### src/rtl/interrupt_example_cpu_dct_capture_ctrl.sv
// Trace-atom capture controller: packs 2-bit atoms into 30-bit frames and hands them
// to a ready/valid consumer, with backpressure drop accounting and an end-of-test drain.
module interrupt_example_cpu_dct_capture_ctrl #(
  parameter int MAX_ATOMS = 15
) (
  input  logic        clk,
  input  logic        reset_n,
  input  logic        enable,
  input  logic        atom_valid,
  input  logic [1:0]  atom,
  input  logic        flush,
  input  logic        test_ending,
  input  logic        frame_ready,
  output logic        frame_valid,
  output logic [29:0] frame_data,
  output logic [3:0]  frame_count,
  output logic [29:0] dct_buffer,
  output logic [3:0]  dct_count,
  output logic        overflow,
  output logic [7:0]  drop_count,
  output logic        test_has_ended
);

  typedef enum logic [1:0] {IDLE, CAPTURE, DRAIN, ENDED} state_t;

  localparam logic [3:0] MAX_CNT = 4'(MAX_ATOMS);

  state_t      state;
  logic        flush_pend;

  logic        slot_free, take, flush_req, full;
  logic        handoff, drop, drain_done, nxt_pend;
  logic [29:0] hand_buf, nxt_buf;
  logic [3:0]  hand_cnt, nxt_cnt;

  always_comb begin
    slot_free  = !frame_valid || frame_ready;
    take       = (state == CAPTURE) && atom_valid;
    flush_req  = (state == DRAIN) || ((state != ENDED) && (flush || flush_pend));
    full       = (dct_count == MAX_CNT);
    handoff    = 1'b0;
    drop       = 1'b0;
    hand_buf   = dct_buffer;
    hand_cnt   = dct_count;
    nxt_buf    = dct_buffer;
    nxt_cnt    = dct_count;
    nxt_pend   = flush_pend;
    if (state == ENDED) begin
      nxt_pend = 1'b0;
    end else if (full) begin
      // A blocked buffer empties first; an atom arriving that cycle lands in the empty buffer.
      if (slot_free) begin
        handoff  = 1'b1;
        nxt_buf  = take ? {28'd0, atom} : 30'd0;
        nxt_cnt  = take ? 4'd1 : 4'd0;
        nxt_pend = 1'b0;
      end else begin
        drop     = take;
        nxt_pend = flush_pend || flush;
      end
    end else begin
      if (take) begin
        nxt_buf = {dct_buffer[27:0], atom};
        nxt_cnt = dct_count + 4'd1;
      end
      if (nxt_cnt == MAX_CNT || (flush_req && nxt_cnt != 4'd0)) begin
        if (slot_free) begin
          handoff  = 1'b1;
          hand_buf = nxt_buf;
          hand_cnt = nxt_cnt;
          nxt_buf  = 30'd0;
          nxt_cnt  = 4'd0;
          nxt_pend = 1'b0;
        end else begin
          nxt_pend = flush_req && (nxt_cnt != 4'd0);
        end
      end else begin
        nxt_pend = 1'b0;
      end
    end
    // Finish drain on the edge where the last frame is taken, not one cycle later.
    drain_done = (state == DRAIN) && slot_free && (dct_count == 4'd0) && !handoff;
  end

  always_ff @(posedge clk or negedge reset_n) begin
    if (!reset_n) begin
      state          <= IDLE;
      flush_pend     <= 1'b0;
      dct_buffer     <= '0;
      dct_count      <= '0;
      frame_valid    <= 1'b0;
      frame_data     <= '0;
      frame_count    <= '0;
      overflow       <= 1'b0;
      drop_count     <= '0;
      test_has_ended <= 1'b0;
    end else begin
      dct_buffer <= nxt_buf;
      dct_count  <= nxt_cnt;
      flush_pend <= nxt_pend;
      if (handoff) begin
        frame_valid <= 1'b1;
        frame_data  <= hand_buf;
        frame_count <= hand_cnt;
      end else if (frame_ready) begin
        frame_valid <= 1'b0;
      end
      if (drop) begin
        overflow <= 1'b1;
        if (drop_count != 8'hFF) drop_count <= drop_count + 8'd1;
      end
      case (state)
        IDLE: begin
          if (test_ending)  state <= DRAIN;
          else if (enable)  state <= CAPTURE;
        end
        CAPTURE: begin
          if (test_ending)  state <= DRAIN;
          else if (!enable) state <= IDLE;
        end
        DRAIN: begin
          if (drain_done) begin
            state          <= ENDED;
            test_has_ended <= 1'b1;
          end
        end
        default: test_has_ended <= 1'b1;
      endcase
    end
  end

endmodule
### config.mk
export PLATFORM = sky130hd
export DESIGN_NAME = interrupt_example_cpu_dct_capture_ctrl
export DESIGN_NICKNAME = d
export VERILOG_FILES = /design/src/rtl/interrupt_example_cpu_dct_capture_ctrl.sv
export SDC_FILE = /design/constraint.sdc
export NUM_CORES = 1
export LEC_CHECK = 0
export CORE_MARGIN = 8
export CORE_UTILIZATION = 51
export DETAILED_ROUTE_END_ITERATION = 12
export PLACE_DENSITY = 0.91
export SLEW_MARGIN = 10
export SYNTH_ARGS = -nofsm -noshare
export SYNTH_HDL_FRONTEND = slang
export SYNTH_SLANG_ARGS = --single-unit
### constraint.sdc
create_clock -name clk -period 2.8 [get_ports clk]
set_clock_uncertainty 0.05 [all_clocks]
set_input_delay 0.42 -clock clk [delete_from_list [all_inputs] [get_ports clk]]
set_output_delay 0.42 -clock clk [all_outputs]
set_load 0.05 [all_outputs]
==> metrics, run 1 <==
status complete, no violations; LEAKAGE 0.00216 uW; Worst setup SP type flop; Fin. Hold Viols 0; largest net degree at the start of global routing 83; drt drc 0; worst setup margin 0.164 ns; area of the multi-input gates around 1900 um2; fmax 379 MHz; later-pin clock latency in the skew report 0.35 ns; Setup TNS Final 0 ns; CTS tree yes; final cell count without fillers 566; CP required 2.99 ns; Iter 0 DRT Violations 113; most frequent cells in the layout clkdlybuf4s50_1, dfrtp_1, nor2_1; Worst-path clk slew 0.09 ns; maximum vdd drop approximately 0.25 mV; initial antenna violation count 0; Power per Cell Area roughly 420 nW/um2; total CTS buffers 9; GPL Wtd Cong ~0.87; fillers 647; setup bufs post-CTS 0; I/O Pins between 80 and 90; CP Max Fanout 7; vias 3,180; kind of critical path flop to flop; Crit. End Element flop; drt via density 5.62; dpl ws 0.0400 ns; hold_buf cts 0; DIE AREA 11,500 um2; worst hold margin 0.182 ns; CP Cell Sequence inv_1 -> ha_1 -> and4b_1 -> a31oi_4 -> o21ai_1 -> nand2_1 -> a31oi_1 -> mux2_2; sequential fraction of the synthesis area 48.4%; share of layout cells above drive strength 1 19.5%; mapped cell area 4240 um2; PortBufs 87; post-CTS sizing 0; Tmin final 2.64 ns; vias in the first global route 3,442; period utilization 94.2%; Chip Width between 100 and 150 um; Die Y between 100 and 150 um; Tot GR Track Use 18.5%; Reg area 2050 um2; Placeable Area 8130 um2; Cell Count Post-Placement 550; worst slew pin tran 1.00 ns; clk sinks slightly above 80; Largest stage delay, worst path 0.48 ns; Nets 473; antenna-violating nets left 0; YS warnings 0; Max-Cap Viols 0; crit path DAT between 2 and 3 ns; GRT overflow 0; #FFs+latches synth 82; Initial Util between 50% and 60%; DPL Wire Length 7410 um; Crit-path slowest cell dfrtp_1; worst hold path type primary input to async pin; # setup viols final 0; Cells after Synth 360; H-tree levels 3; drt pass-1 iters 4; Slew Viols, Final 0; relative max-transition margin roughly a third; wire per inst 18.2 um; Ant. Diodes 0; drt total wl 10,300 um; most common cell after layout, fill and taps aside clkdlybuf4s50_1; first-pass GRT wire length between 15,000 and 20,000 um; synth unique cells between 50 and 60; Post-Syn Nets roughly 380; Mean Syn Cell Area 11.8 um2; clk buf depth 2; # rows 33; Layout area overhead 27.4%; RSZ-0062 raised after global routing false; clock root cell clkbuf_8
==> kinds of logic (layout without fill, tap and decap cells) <==
| kind of cell | Yosys count | count (layout) | synth area share (%) |
|---|---|---|---|
| compound gates | 107 | 107 | 21.5 |
| mux | 36 | 36 | 8.60 |
| xor+xnor | 9 | 9 | 2.30 |
| fa+ha+maj | 8 | 8 | 2.36 |
| flops | 82 | 82 | 48.4 |
| buf+inv | 29 | 130 | 6.09 |
| simple gates | 89 | 89 | 10.7 |
==> state kept, by name, summed over array words and instances, names as in the netlist <==
register	flops
dct_buffer	30
frame_data	30
drop_count	8
dct_count	4
frame_count	4
state	2
flush_pend	1
frame_valid	1
overflow	1
test_has_ended	1
==> critical path: cells and delay by family (launching register included) <==
kind,cells,cell delay (ns)
adders and majority gates,1,0.35
buffers and inverters,1,0.13
AOI/OAI and AO/OA,3,0.67
and+or+nand+nor,2,0.48
DFF,1,0.48
muxes,1,0.37
==> synth_stat cells, drive strengths merged <==
cell type | number | share of area (%)
a21o | 2 | 0.35
a2111oi | 1 | 0.35
o31ai | 2 | 0.35
a21oi | 40 | 7.7
nor4 | 3 | 1.2
ha | 8 | 2.4
a311oi | 1 | 0.21
mux2 | 3 | 0.80
nand2 | 13 | 1.2
nand3 | 6 | 0.95
a41oi | 1 | 0.21
nor2 | 48 | 4.3
and3 | 2 | 0.41
a211oi | 2 | 0.47
nor2b | 1 | 0.15
and4 | 1 | 0.21
o211a | 1 | 0.24
a211o | 1 | 0.21
nor3 | 4 | 0.59
and2 | 1 | 0.15
o21ai | 13 | 2.3
dfrtp | 82 | 48
nand2b | 2 | 0.30
a22o | 31 | 6.4
nand3b | 1 | 0.18
or4 | 1 | 0.18
o211ai | 4 | 0.83
o21a | 2 | 0.35
or3 | 1 | 0.15
and4b | 1 | 0.24
xnor2 | 6 | 1.7
o41ai | 1 | 0.21
inv | 7 | 0.62
nand4 | 4 | 0.59
o22ai | 1 | 0.30
buf | 22 | 5.5
mux2i | 33 | 7.8
a31oi | 4 | 0.95
xor2 | 3 | 0.62
==> per-stage QoR <==
stage               power [uW]  area, um2  util [%]
global placement          1460       5210      64.1
finish                    2250       5390      66.3
floorplan                 1360       4240         -
detailed placement        1460       5210      64.1
global route              2340       5390      66.3
CTS                       2270       5390      66.3
==> path summary, 6_finish.rpt <==
| check | depth (start not counted) | endpoint | slack, ns | from |
|---|---|---|---|---|
| min | 1 | frame_data[23]$_DFFE_PN0P_ | 0.18 | reset_n |
| max in group asynchronous | 1 | drop_count[2]$_DFFE_PN0P_ | 1.88 | reset_n |
| max | 8 | state[0]$_DFFE_PN0P_ | 0.16 | dct_count[1]$_DFFE_PN0P_ |
| max reg2reg | 8 | state[0]$_DFFE_PN0P_ | 0.16 | dct_count[1]$_DFFE_PN0P_ |
| min in group clk | 1 | overflow$_DFFE_PN0P_ | 0.42 | overflow$_DFFE_PN0P_ |
| min reg2reg | 1 | overflow$_DFFE_PN0P_ | 0.42 | overflow$_DFFE_PN0P_ |
==> layer usage <==
metal  track usage [%]  part of all wire, %
met5                 0                    0
met2              31.6                   50
met1              21.6                   42
met3              5.76                  7.0
met4              5.93                  1.7
==> area by class of cell <==
type	instances	share of cell area (%)
Clock buffer	9	2.30
Clock inverter	7	1.09
Inverter	7	0.487
Multi-Input combinational cell	249	35.8
Sequential cell	82	38.0
Tap cell	105	2.44
Timing Repair Buffer	107	19.8
==> report_power, final <==
group          internal (uW)  switching (uW)
Clock                    338             474
Sequential              1210            14.5
Combinational           67.9             145
Power figures use the tool's default switching activity.
==> run 2: changes to the inputs <==
--- a/config.mk
+++ b/config.mk
@@ -8,6 +8,7 @@
 export CORE_MARGIN = 8
 export CORE_UTILIZATION = 51
 export DETAILED_ROUTE_END_ITERATION = 12
+export GPL_TIMING_DRIVEN = 0
 export PLACE_DENSITY = 0.91
 export SLEW_MARGIN = 10
 export SYNTH_ARGS = -nofsm -noshare
==> run 2 against run 1 <==
Against the previous run:
- combinational power up 2%
- sequential cell count stayed put
- setup slack got worse by 0.038 ns
- clock-buffer cell count did not move
- sequential power hardly changed
- worst hold slack improved by 0.25 ns
- routed wire length shrank 0.64%
- highest routed layer unchanged
==> metrics, run 2 (synthesis gave the netlist of run 1 again) <==
DIE AREA 11,500 um2; final cell count without fillers between 500 and 600; switching share of power 28.0%; Layout area overhead 30.3%; first-pass GRT wire length about 17,000 um; reg-to-reg critical path endpoint frame_count[2]$_DFFE_PN0P_; H-tree levels 3; CP dominant cell by count buf_6; worst hold path type flop to flop; Setup TNS Final 0 ns; clock share of power about 36%; worst hold margin 0.430 ns; worst slew pin tran 0.741 ns; Worst R2R Path Depth 10; GRT busiest layer met2; Tmin final between 2 and 3 ns; Placement Cell Area 5260 um2; Final Util 67.8%; clk sinks 82; hold depth 1; drt total wl 10,200 um; later-pin clock latency in the skew report around 0.36 ns; Crit. End Element flop; GPL Wtd Cong 0.918; LEAKAGE 0.00222 uW; Sw Pwr 628 uW; most frequent cells in the layout clkdlybuf4s50_1, dfrtp_1, nor2_1; Tot GR Track Use 18.2%; Final Cell Area 5520 um2; Hold Startpoint test_has_ended$_DFFE_PN0P_; GR Util met1 a little under a quarter; wire per inst roughly 18 um; largest net degree at the start of global routing 61; CP Buf/Inv Count 4; Worst setup SP type flop; period utilization between 90% and 100%; met3 GRT Util 5.16%; share of layout cells above drive strength 1 21.3%; DPL Wire Length 7440 um; CTS tree yes; Max-Cap Viols 0; drt drc 0; Placeable Area 8130 um2; Fin. Hold Viols 0; drt pass-1 iters 4; relative max-transition margin 50.5%; reg-to-reg critical path startpoint dct_count[0]$_DFFE_PN0P_; fmax 374 MHz; largest registers dct_buffer: 30 flops, frame_data: 30 flops, drop_count: 8 flops; # setup viols final 0; Internal Power 1620 uW; antenna-violating nets left 0; Worst-path clk slew approximately 0.090 ns; Nets 482; clk buf depth 2; GR Util met2 30.3%; Crit-path slowest cell a211oi_4; Power per Cell Area 407 nW/um2; Die Y 107 um; maximum vdd drop between 0.2 and 0.25 mV; WHS Endpoint test_has_ended$_DFFE_PN0P_; CP Cell Sequence clkbuf_4 -> inv_1 -> ha_4 -> and4b_1 -> a31oi_4 -> o21ai_2 -> a211oi_4 -> buf_6 -> buf_6 -> a21oi_1; # rows 33; Ant. Diodes 0; vias in the first global route approximately 3,300; Iter 0 DRT Violations 152; Largest stage delay, worst path 0.45 ns; drt via density 5.59; Slew Viols, Final 0; part of the power in registers 54.5%; GRT overflow 0; kind of critical path flop to flop; clock root cell clkbuf_8; Cell Count Post-Placement 553; Reg2Reg Setup Slack between 0.1 and 0.15 ns; Chip Width roughly 110 um; initial antenna violation count 0; CP required 2.98 ns; Initial Util 52.1%; total CTS buffers 9; PortBufs 87; most common cell after layout, fill and taps aside clkdlybuf4s50_1; I/O Pins 88; vias 3,217; status complete, no violations; combinational share of power 9.7%; Crit path max-delay family compound AO/OA/AOI/OAI gates; CP Max Fanout 10; crit path DAT 2.85 ns
[run 2: cell types whose count changed in the layout (fill, tap and decap cells not counted), sizes merged]
cell         previous run  this run
buf                    21        28
clkbuf                  9        10
clkinv                  2         1
clkinvlp                1         3
dlygate4sd3             0         1
inv                    11        10
[run 2: metal layers]
| metal | part of all wire (%) | routed length, um |
|---|---|---|
| met2 | 50 | 5080 |
| met4 | 1.2 | 127 |
| met3 | 6.9 | 705 |
| met1 | 42 | 4300 |
| met5 | 0 | 0 |
[run 2: worst max path at each step]
stage | startpoint | endpoint | slack (ns) | cells after the start
6_report | dct_count[0]$_DFFE_PN0P_ | frame_count[2]$_DFFE_PN0P_ | 0.13 | 10
5_1_grt | state[1]$_DFFE_PN0P_ | frame_count[2]$_DFFE_PN0P_ | -0.0009 | 10
4_1_cts | dct_count[0]$_DFFE_PN0P_ | frame_count[2]$_DFFE_PN0P_ | 0.03 | 10
3_5_place_dp | atom_valid | frame_count[2]$_DFFE_PN0P_ | -0.10 | 8
3_3_place_gp | reset_n | test_has_ended$_DFFE_PN0P_ | -1.50 | 1
2_1_floorplan | dct_count[0]$_DFFE_PN0P_ | frame_count[2]$_DFFE_PN0P_ | 0.08 | 10
[run 2: cell type report]
cell class,instances,area (um2)
buffer,22,234
clock buffer,9,124
fill,572,2620
inverter,7,26.3
clock inverter,7,60.1
timing repair buffer,94,941
tap,105,131
sequential,82,2050
multi-input combinational,249,1950
[run 2: worst reg2reg max path, delay by kind of cell, from the launching register on]
family / cells / cell delay (ns)
DFF: 1 / 0.39
AOI/OAI and AO/OA: 4 / 0.89
and+or+nand+nor: 1 / 0.22
adders and majority gates: 1 / 0.30
buffers and inverters: 4 / 0.70
[run 2: metrics by stage]
| step | worst slack [ns] | power, uW |
|---|---|---|
| detailed placement | -0.101 | 1470 |
| global route | -0.000927 | 2330 |
| floorplan | 0.0797 | 1360 |
| CTS | 0.0334 | 2260 |
| finish | 0.126 | 2240 |
| global placement | -1.50 | 1460 |
[run 2: timing repair]
item | in CTS | in global routing
hold buffers | 1 | 0
pin swaps | 0 | 2
setup buffers | 0 | 4
gates resized for setup | 1 | 3
gates cloned | 0 | 1
endpoints found under the setup margin | 20 | 41
hold endpoints to repair | 22 | 0
[run 2: power by group through the flow]
stage | clock network [uW] | registers (uW) | logic, uW
5_1_grt | 874 | 1230 | 233
6_report | 804 | 1220 | 218
4_1_cts | 818 | 1220 | 222
3_3_place_gp | 0 | 1250 | 212
3_5_place_dp | 0 | 1250 | 221
2_1_floorplan | 0 | 1330 | 30.4
==> run 3: changes to the inputs <==
--- a/config.mk
+++ b/config.mk
@@ -10,6 +10,7 @@
 export DETAILED_ROUTE_END_ITERATION = 12
 export GPL_TIMING_DRIVEN = 0
 export PLACE_DENSITY = 0.91
+export SKIP_LAST_GASP = 1
 export SLEW_MARGIN = 10
 export SYNTH_ARGS = -nofsm -noshare
 export SYNTH_HDL_FRONTEND = slang
==> results of run 3 <==
The final DEF is identical to that of run 2; final timing and power are the same.
